## config.mk

```make
export PLATFORM = sky130hd
export DESIGN_NAME = taxi_state_decoder_flat
export DESIGN_NICKNAME = d
export VERILOG_FILES = /design/src/rtl/taxi_state_decoder_if.sv /design/src/rtl/taxi_state_decoder.sv /design/src/flat_wrapper.sv
export SDC_FILE = /design/constraint.sdc
export NUM_CORES = 1
export LEC_CHECK = 0
export ABC_AREA = 0
export CAP_MARGIN = 20
export CORE_MARGIN = 2
export CORE_UTILIZATION = 50
export DETAILED_ROUTE_END_ITERATION = 6
export GPL_ROUTABILITY_DRIVEN = 0
export PLACE_DENSITY = 0.76
export SYNTH_ARGS = -nofsm -noshare
export SYNTH_HDL_FRONTEND = slang
export SYNTH_SLANG_ARGS = --single-unit
```

## constraint.sdc

```tcl
create_clock -name clk -period 1 [get_ports clk]
set_clock_uncertainty 0.1 [all_clocks]
set_input_delay 0.2 -clock clk [delete_from_list [all_inputs] [get_ports clk]]
set_output_delay 0.2 -clock clk [all_outputs]
set_load 0.1 [all_outputs]
```

## src/rtl/taxi_state_decoder_if.sv

```systemverilog
// Payload type and bus interface for the Taxi state decoder.
// The package holds the decoded-state record that the decoder registers.
// The interface groups the input handshake (in_valid, encoded_state) and
// the decoded result (out_valid, dest_idx, pass_idx, taxi_col, taxi_row,
// in_taxi, state_err).
// Modports:
//   master - the producer of encoded states and consumer of decoded fields
//   slave  - the decoder itself

package taxi_state_decoder_pkg;

  localparam int unsigned STATE_W = 9;
  localparam int unsigned ROW_W   = 3;
  localparam int unsigned COL_W   = 3;
  localparam int unsigned PASS_W  = 3;
  localparam int unsigned DEST_W  = 2;

  // One decoded state as it sits in the output register.
  typedef struct packed {
    logic [ROW_W-1:0]  taxi_row;
    logic [COL_W-1:0]  taxi_col;
    logic [PASS_W-1:0] pass_idx;
    logic [DEST_W-1:0] dest_idx;
    logic              in_taxi;
    logic              state_err;
  } decoded_t;

endpackage : taxi_state_decoder_pkg

interface taxi_state_decoder_if;
  import taxi_state_decoder_pkg::*;

  // Input side
  logic                in_valid;
  logic [STATE_W-1:0]  encoded_state;

  // Result side
  logic                out_valid;
  logic [DEST_W-1:0]   dest_idx;
  logic [PASS_W-1:0]   pass_idx;
  logic [COL_W-1:0]    taxi_col;
  logic [ROW_W-1:0]    taxi_row;
  logic                in_taxi;
  logic                state_err;

  modport master (
    output in_valid,
    output encoded_state,
    input  out_valid,
    input  dest_idx,
    input  pass_idx,
    input  taxi_col,
    input  taxi_row,
    input  in_taxi,
    input  state_err
  );

  modport slave (
    input  in_valid,
    input  encoded_state,
    output out_valid,
    output dest_idx,
    output pass_idx,
    output taxi_col,
    output taxi_row,
    output in_taxi,
    output state_err
  );

endinterface : taxi_state_decoder_if

```

## src/rtl/taxi_state_decoder.sv

```systemverilog
// Taxi state decoder: splits the packed environment state index
//   state = ((taxi_row*N_COLS + taxi_col)*N_PASS + pass_idx)*N_DEST + dest_idx
// into its four fields with a single registered stage (1-cycle latency,
// one result per cycle, no backpressure).
// Ports:
//   clk    - rising-edge clock
//   rst_n  - asynchronous active-low reset, clears every output
//   bus    - slave side of taxi_state_decoder_if
//            in:  in_valid, encoded_state
//            out: out_valid, dest_idx, pass_idx, taxi_col, taxi_row,
//                 in_taxi, state_err
// Indices at or beyond N_ROWS*N_COLS*N_PASS*N_DEST raise state_err with all
// fields forced to zero; out_valid still asserts so the consumer sees it.

module taxi_state_decoder
  import taxi_state_decoder_pkg::*;
#(
  parameter int unsigned N_ROWS = 5,
  parameter int unsigned N_COLS = 5,
  parameter int unsigned N_PASS = 5,
  parameter int unsigned N_DEST = 4
) (
  input  logic                  clk,
  input  logic                  rst_n,
  taxi_state_decoder_if.slave   bus
);

  localparam int unsigned N_TOTAL = N_ROWS * N_COLS * N_PASS * N_DEST;
  // One extra bit so N_TOTAL = 512 is representable in the range compare.
  localparam int unsigned CMP_W   = STATE_W + 1;

  // Decode stage signals
  logic [STATE_W-1:0] state_c;
  logic [STATE_W-1:0] q1_c;
  logic [STATE_W-1:0] q2_c;
  logic               range_err_c;
  decoded_t           dec_next_c;

  // Output register
  logic               out_valid_q;
  decoded_t           dec_q;

  // Constant-divisor split of the packed index, evaluated every cycle.
  always_comb begin
    state_c     = bus.encoded_state;
    q1_c        = '0;
    q2_c        = '0;
    range_err_c = 1'b0;
    dec_next_c  = '0;

    q1_c = state_c / STATE_W'(N_DEST);
    q2_c = q1_c / STATE_W'(N_PASS);

    range_err_c = ({1'b0, state_c} >= CMP_W'(N_TOTAL));

    if (range_err_c) begin
      dec_next_c.state_err = 1'b1;
    end else begin
      dec_next_c.dest_idx  = DEST_W'(state_c % STATE_W'(N_DEST));
      dec_next_c.pass_idx  = PASS_W'(q1_c % STATE_W'(N_PASS));
      dec_next_c.taxi_col  = COL_W'(q2_c % STATE_W'(N_COLS));
      dec_next_c.taxi_row  = ROW_W'(q2_c / STATE_W'(N_COLS));
      // Registered alongside pass_idx so it always matches the held value.
      dec_next_c.in_taxi   = (dec_next_c.pass_idx == PASS_W'(N_PASS - 1));
      dec_next_c.state_err = 1'b0;
    end
  end

  // Result register: valid follows in_valid, fields hold when idle.
  always_ff @(posedge clk or negedge rst_n) begin
    if (!rst_n) begin
      out_valid_q <= 1'b0;
      dec_q       <= '0;
    end else begin
      out_valid_q <= bus.in_valid;
      if (bus.in_valid) begin
        dec_q <= dec_next_c;
      end
    end
  end

  // Drive the interface straight from the register.
  assign bus.out_valid = out_valid_q;
  assign bus.dest_idx  = dec_q.dest_idx;
  assign bus.pass_idx  = dec_q.pass_idx;
  assign bus.taxi_col  = dec_q.taxi_col;
  assign bus.taxi_row  = dec_q.taxi_row;
  assign bus.in_taxi   = dec_q.in_taxi;
  assign bus.state_err = dec_q.state_err;

endmodule : taxi_state_decoder

```

## src/flat_wrapper.sv

```systemverilog
// flat-port wrapper written by rule: the top's interface ports become plain ports
module taxi_state_decoder_flat import taxi_state_decoder_pkg::*;
#(
  parameter int unsigned N_ROWS = 5,
  parameter int unsigned N_COLS = 5,
  parameter int unsigned N_PASS = 5,
  parameter int unsigned N_DEST = 4
)
  (clk, rst_n, bus_in_valid, bus_encoded_state, bus_out_valid, bus_dest_idx, bus_pass_idx, bus_taxi_col, bus_taxi_row, bus_in_taxi, bus_state_err);
  taxi_state_decoder_if bus_i ();
  input  logic clk;
  input  logic rst_n;
  input wire logic [$bits(bus_i.in_valid)-1:0] bus_in_valid;
  input wire logic [$bits(bus_i.encoded_state)-1:0] bus_encoded_state;
  output wire logic [$bits(bus_i.out_valid)-1:0] bus_out_valid;
  output wire logic [$bits(bus_i.dest_idx)-1:0] bus_dest_idx;
  output wire logic [$bits(bus_i.pass_idx)-1:0] bus_pass_idx;
  output wire logic [$bits(bus_i.taxi_col)-1:0] bus_taxi_col;
  output wire logic [$bits(bus_i.taxi_row)-1:0] bus_taxi_row;
  output wire logic [$bits(bus_i.in_taxi)-1:0] bus_in_taxi;
  output wire logic [$bits(bus_i.state_err)-1:0] bus_state_err;
  assign bus_i.in_valid = bus_in_valid;
  assign bus_i.encoded_state = bus_encoded_state;
  assign bus_out_valid = bus_i.out_valid;
  assign bus_dest_idx = bus_i.dest_idx;
  assign bus_pass_idx = bus_i.pass_idx;
  assign bus_taxi_col = bus_i.taxi_col;
  assign bus_taxi_row = bus_i.taxi_row;
  assign bus_in_taxi = bus_i.in_taxi;
  assign bus_state_err = bus_i.state_err;
  taxi_state_decoder #(.N_ROWS(N_ROWS), .N_COLS(N_COLS), .N_PASS(N_PASS), .N_DEST(N_DEST)) u_core (.clk(clk), .rst_n(rst_n), .bus(bus_i));
endmodule
```

==> results of run 1 <==
-- cell families after synthesis --
kind of cell | count (synthesis) | share of synthesized area, %
xor+xnor | 6 | 3.54
compound gates | 69 | 37.2
fa+ha+maj | 9 | 7.58
flops | 14 | 23.6
simple gates | 47 | 16.9
mux | 2 | 1.52
buf+inv | 36 | 9.69
-- metrics by stage --
| step | TNS (ns) | instances | hold slack [ns] |
|---|---|---|---|
| 2_1_floorplan | -25.12 | 183 | -0.196 |
| 3_3_place_gp | -31.64 | 291 | 0.421 |
| 3_5_place_dp | -33.83 | 291 | 0.443 |
==> impl_metrics.tcl, run 1 <==
set metrics [dict create \
    outcome "did not finish" \
    lastStage "clock tree synthesis" \
    run.stop_error "[ERROR DPL-0038] Utilization greater than 100%, impossible to legalize" \
    cts_setup_buffers 26 \
    synth_edf_count 0 \
    post_cts_resized 97 \
    ys_seq_area_share_pct 23.6 \
    dp_hpwl_mm 4.19 \
    portBuffers 25 \
    syn_nets 204 \
    syn_area_um2 1490 \
    cts_hold_buf 0 \
    synth_cells 183 \
    rows 19 \
    yosysTopAreaCell "dfrtp_1" \
    ys.flop_type "dfrtp_1" \
    synth_top_area_share_pct 23.6 \
    yosysUniqueCellTypes 60 \
    io_pins 26 \
    synth_common_cells "inv_1, dfrtp_1, nand2_1, o21ai_0, ha_1" \
    clockBufferDepth 2 \
    die_w_um 58.5 \
    cts_buffers 3 \
    clock-root-buffer "clkbuf_4" \
    placed_cell_area_um2 2410 \
    synth_warnings 0 \
    synthTopCellsByArea "dfrtp_1, ha_1, inv_1" \
    synthArstFlopShare_pct 100 \
    ys_ff_latch 14 \
    post-place-ws_ns -3.91 \
    htreeDepth 1 \
    initial_core_util_pct 53.4 \
    chipHeight_um 58.5 \
    yosysMostFrequentCell "inv_1" \
    cts_sinks 14 \
    synth.avg_cell_area_um2 8.12 \
]
==> inputs of run 2 (changes only) <==
--- a/config.mk
+++ b/config.mk
@@ -8,10 +8,10 @@
 export ABC_AREA = 0
 export CAP_MARGIN = 20
 export CORE_MARGIN = 2
-export CORE_UTILIZATION = 50
+export CORE_UTILIZATION = 35
 export DETAILED_ROUTE_END_ITERATION = 6
 export GPL_ROUTABILITY_DRIVEN = 0
-export PLACE_DENSITY = 0.76
+export PLACE_DENSITY_LB_ADDON = 0.15
 export SYNTH_ARGS = -nofsm -noshare
 export SYNTH_HDL_FRONTEND = slang
 export SYNTH_SLANG_ARGS = --single-unit
==> run 2 against run 1 <==
The flow now finishes, with violations (setup timing). Synthesized cell count is the same. Area after synthesis unchanged.
==> impl_metrics.tcl, run 2 <==
set metrics [dict create \
    syn_nets 204 \
    yosysTopAreaCell "dfrtp_1" \
    final_nets 314 \
    cts_tree "built" \
    clkTransAtPathRegs_ns 0.06 \
    synthArstFlopShare_pct 100 \
    clock-root-buffer "clkbuf_8" \
    initial_core_util_pct 36.9 \
    chipHeight_um 69.1 \
    clockBufferDepth 2 \
    grt.overflow.total 0 \
    diodes 0 \
    crit_fanout 6 \
    worstSkewPairLatency_ns 0.24 \
    avgViaCountPerCell 5.65 \
    crit_family "compound AO/OA/AOI/OAI gates" \
    synthTopCellsByArea "dfrtp_1, ha_1, inv_1" \
    hp-class "in -> async" \
    timing.final.ws_setup_ns -3.06 \
    track_usage_pct 21.4 \
    slowest_stage "and4bb_4" \
    drive_gt1_share_pct 57.5 \
    dr.first_iter.drc_count 90 \
    crit_top_cell "buf_6" \
    ys_ff_latch 14 \
    max_stage_delay_ns 0.35 \
    first_pass_iters 4 \
    power_density_nw_per_um2 1580 \
    outcome "finished, violations left" \
    wl_per_cell_um 16.9 \
    grt_max_degree 16 \
    cp-start-kind "primary input" \
    drc 0 \
    synth.avg_cell_area_um2 8.12 \
    htreeDepth 1 \
    fin_setup_tns_ns -25.91 \
    final_common_cell "buf_4" \
    syn_area_um2 1490 \
    ys_seq_area_share_pct 23.6 \
    cts_buffers 3 \
    crit_required_ns 1.02 \
    drt.antenna.violating_nets 0 \
    path_class "in -> reg" \
    rsz0062_at_grt "yes" \
    num-fill-cells 252 \
    antenna_found_initial 0 \
    final_cell_mix "buf_4, inv_1, buf_12" \
    syn_to_final_growth_pct 102 \
    wl_mm 5.77 \
    slew_viol_final 0 \
    die_area_um2 4780 \
    synth_cells 183 \
    rows 23 \
    period_share_pct 406 \
    yosysMostFrequentCell "inv_1" \
    p_leak_uw 0.00138 \
    fin_crit_ns 4.06 \
    tightest_slew_ns 0.398 \
    ys.flop_type "dfrtp_1" \
    setup_viol 27 \
    path_cells "buf_12, nor2b_4, a221o_1, a222oi_1, buf_4, buf_6, or3b_1, a32o_2, buf_6, buf_6, nand2_4, o31ai_4, a211oi_4, xnor2_2, ha_2, o31a_1, a221oi_2, and4bb_4, o21a_1, o32ai_2" \
    relSlewSlack_pct 73.1 \
    max_cap_viol_count 0 \
    synth_edf_count 0 \
    routed-via-count 1934 \
    end_kind "flip-flop" \
    grt_pass1_vias 1852 \
    synth_top_area_share_pct 23.6 \
    hold_viol_final 0 \
    cp.arrival_ns 4.08 \
    dp_hpwl_mm 3.56 \
    max_freq_ghz 0.246 \
    core-area_um2 4030 \
    portBuffers 25 \
    synth_common_cells "inv_1, dfrtp_1, nand2_1, o21ai_0, ha_1" \
    peakVddDrop_mv 0.717 \
    cts_sinks 14 \
    yosysUniqueCellTypes 60 \
    io_pins 26 \
    grt_pass1_wl_mm 8.59 \
    violations "setup timing" \
    post-place-ws_ns -3.79 \
    die_w_um 69.1 \
    path_buf_inv 5 \
    synth_warnings 0 \
]
## run 2: cell families after synthesis
group / after synthesis / share of synthesized area [%]
simple gates: 47 / 16.9
xor+xnor: 6 / 3.54
mux: 2 / 1.52
buf+inv: 36 / 9.69
compound gates: 69 / 37.2
fa+ha+maj: 9 / 7.58
flops: 14 / 23.6
## run 2: layout make-up
class / instances / area (um^2) / area share [%]
multi-input cells: 133 / 1220 / 40.7
repair buffers: 115 / 1190 / 39.9
flip-flops and latches: 14 / 365 / 12.2
inverters: 26 / 100 / 3.34
well taps: 50 / 62.6 / 2.09
clock buffers: 4 / 55.1 / 1.84
## run 2: through the flow
| stage | util, % | cells | hold slack (ns) | area (um^2) | power [uW] |
|---|---|---|---|---|---|
| 2_1_floorplan | - | 183 | -0.196 | 1560 | 2430 |
| 3_3_place_gp | 60.8 | 312 | 0.421 | 2450 | 3520 |
| 5_1_grt | 74.4 | 342 | 0.199 | 3000 | 4950 |
| 4_1_cts | 70.0 | 330 | 0.196 | 2820 | 4450 |
| 3_5_place_dp | 60.8 | 312 | 0.438 | 2450 | 3570 |
| 6_report | 74.4 | 342 | 0.192 | 3000 | 4740 |
## run 2: path summary, 6_finish.rpt
path / start / end / slack, ns / depth (start not counted)
setup / recovery: bus_encoded_state[8] / u_core.bus.taxi_col[2]$_DFFE_PN0P_ / -3.06 / 20
hold / removal: rst_n / u_core.bus.pass_idx[0]$_DFFE_PN0P_ / 0.19 / 2
setup reg to reg: u_core.bus.state_err$_DFFE_PN0P_ / u_core.bus.state_err$_DFFE_PN0P_ / 0.06 / 2
hold reg to reg: u_core.bus.pass_idx[2]$_DFFE_PN0P_ / u_core.bus.pass_idx[2]$_DFFE_PN0P_ / 0.49 / 2
max in group asynchronous: rst_n / u_core.bus.taxi_row[1]$_DFFE_PN0P_ / 0.48 / 2
min in group clk: bus_encoded_state[0] / u_core.bus.dest_idx[0]$_DFFE_PN0P_ / 0.40 / 3
## run 2: where the power goes
part / total (uW) / switching, uW / internal [uW]
logic: 3370 / 1830 / 1550
clock network: 544 / 196 / 349
registers: 817 / 123 / 694
## run 2: what timing repair did
item                       in CTS  in global routing
buffers inserted               14                 19
setup endpoints to repair      27                 27
gates cloned                    0                  1
resized for setup              82                 20
hold buffers                    0                  0
pin swaps                      19                 15
## run 2: routing by layer
layer	global-route usage [%]	wire [um]	vias up
li1	-	-	898
met1	25.5	2340	940
met2	38.9	2980	77
met3	3.51	257	19
met4	6.32	192	0
met5	0	0	-
No activity file was read; power rests on OpenSTA's default activity.
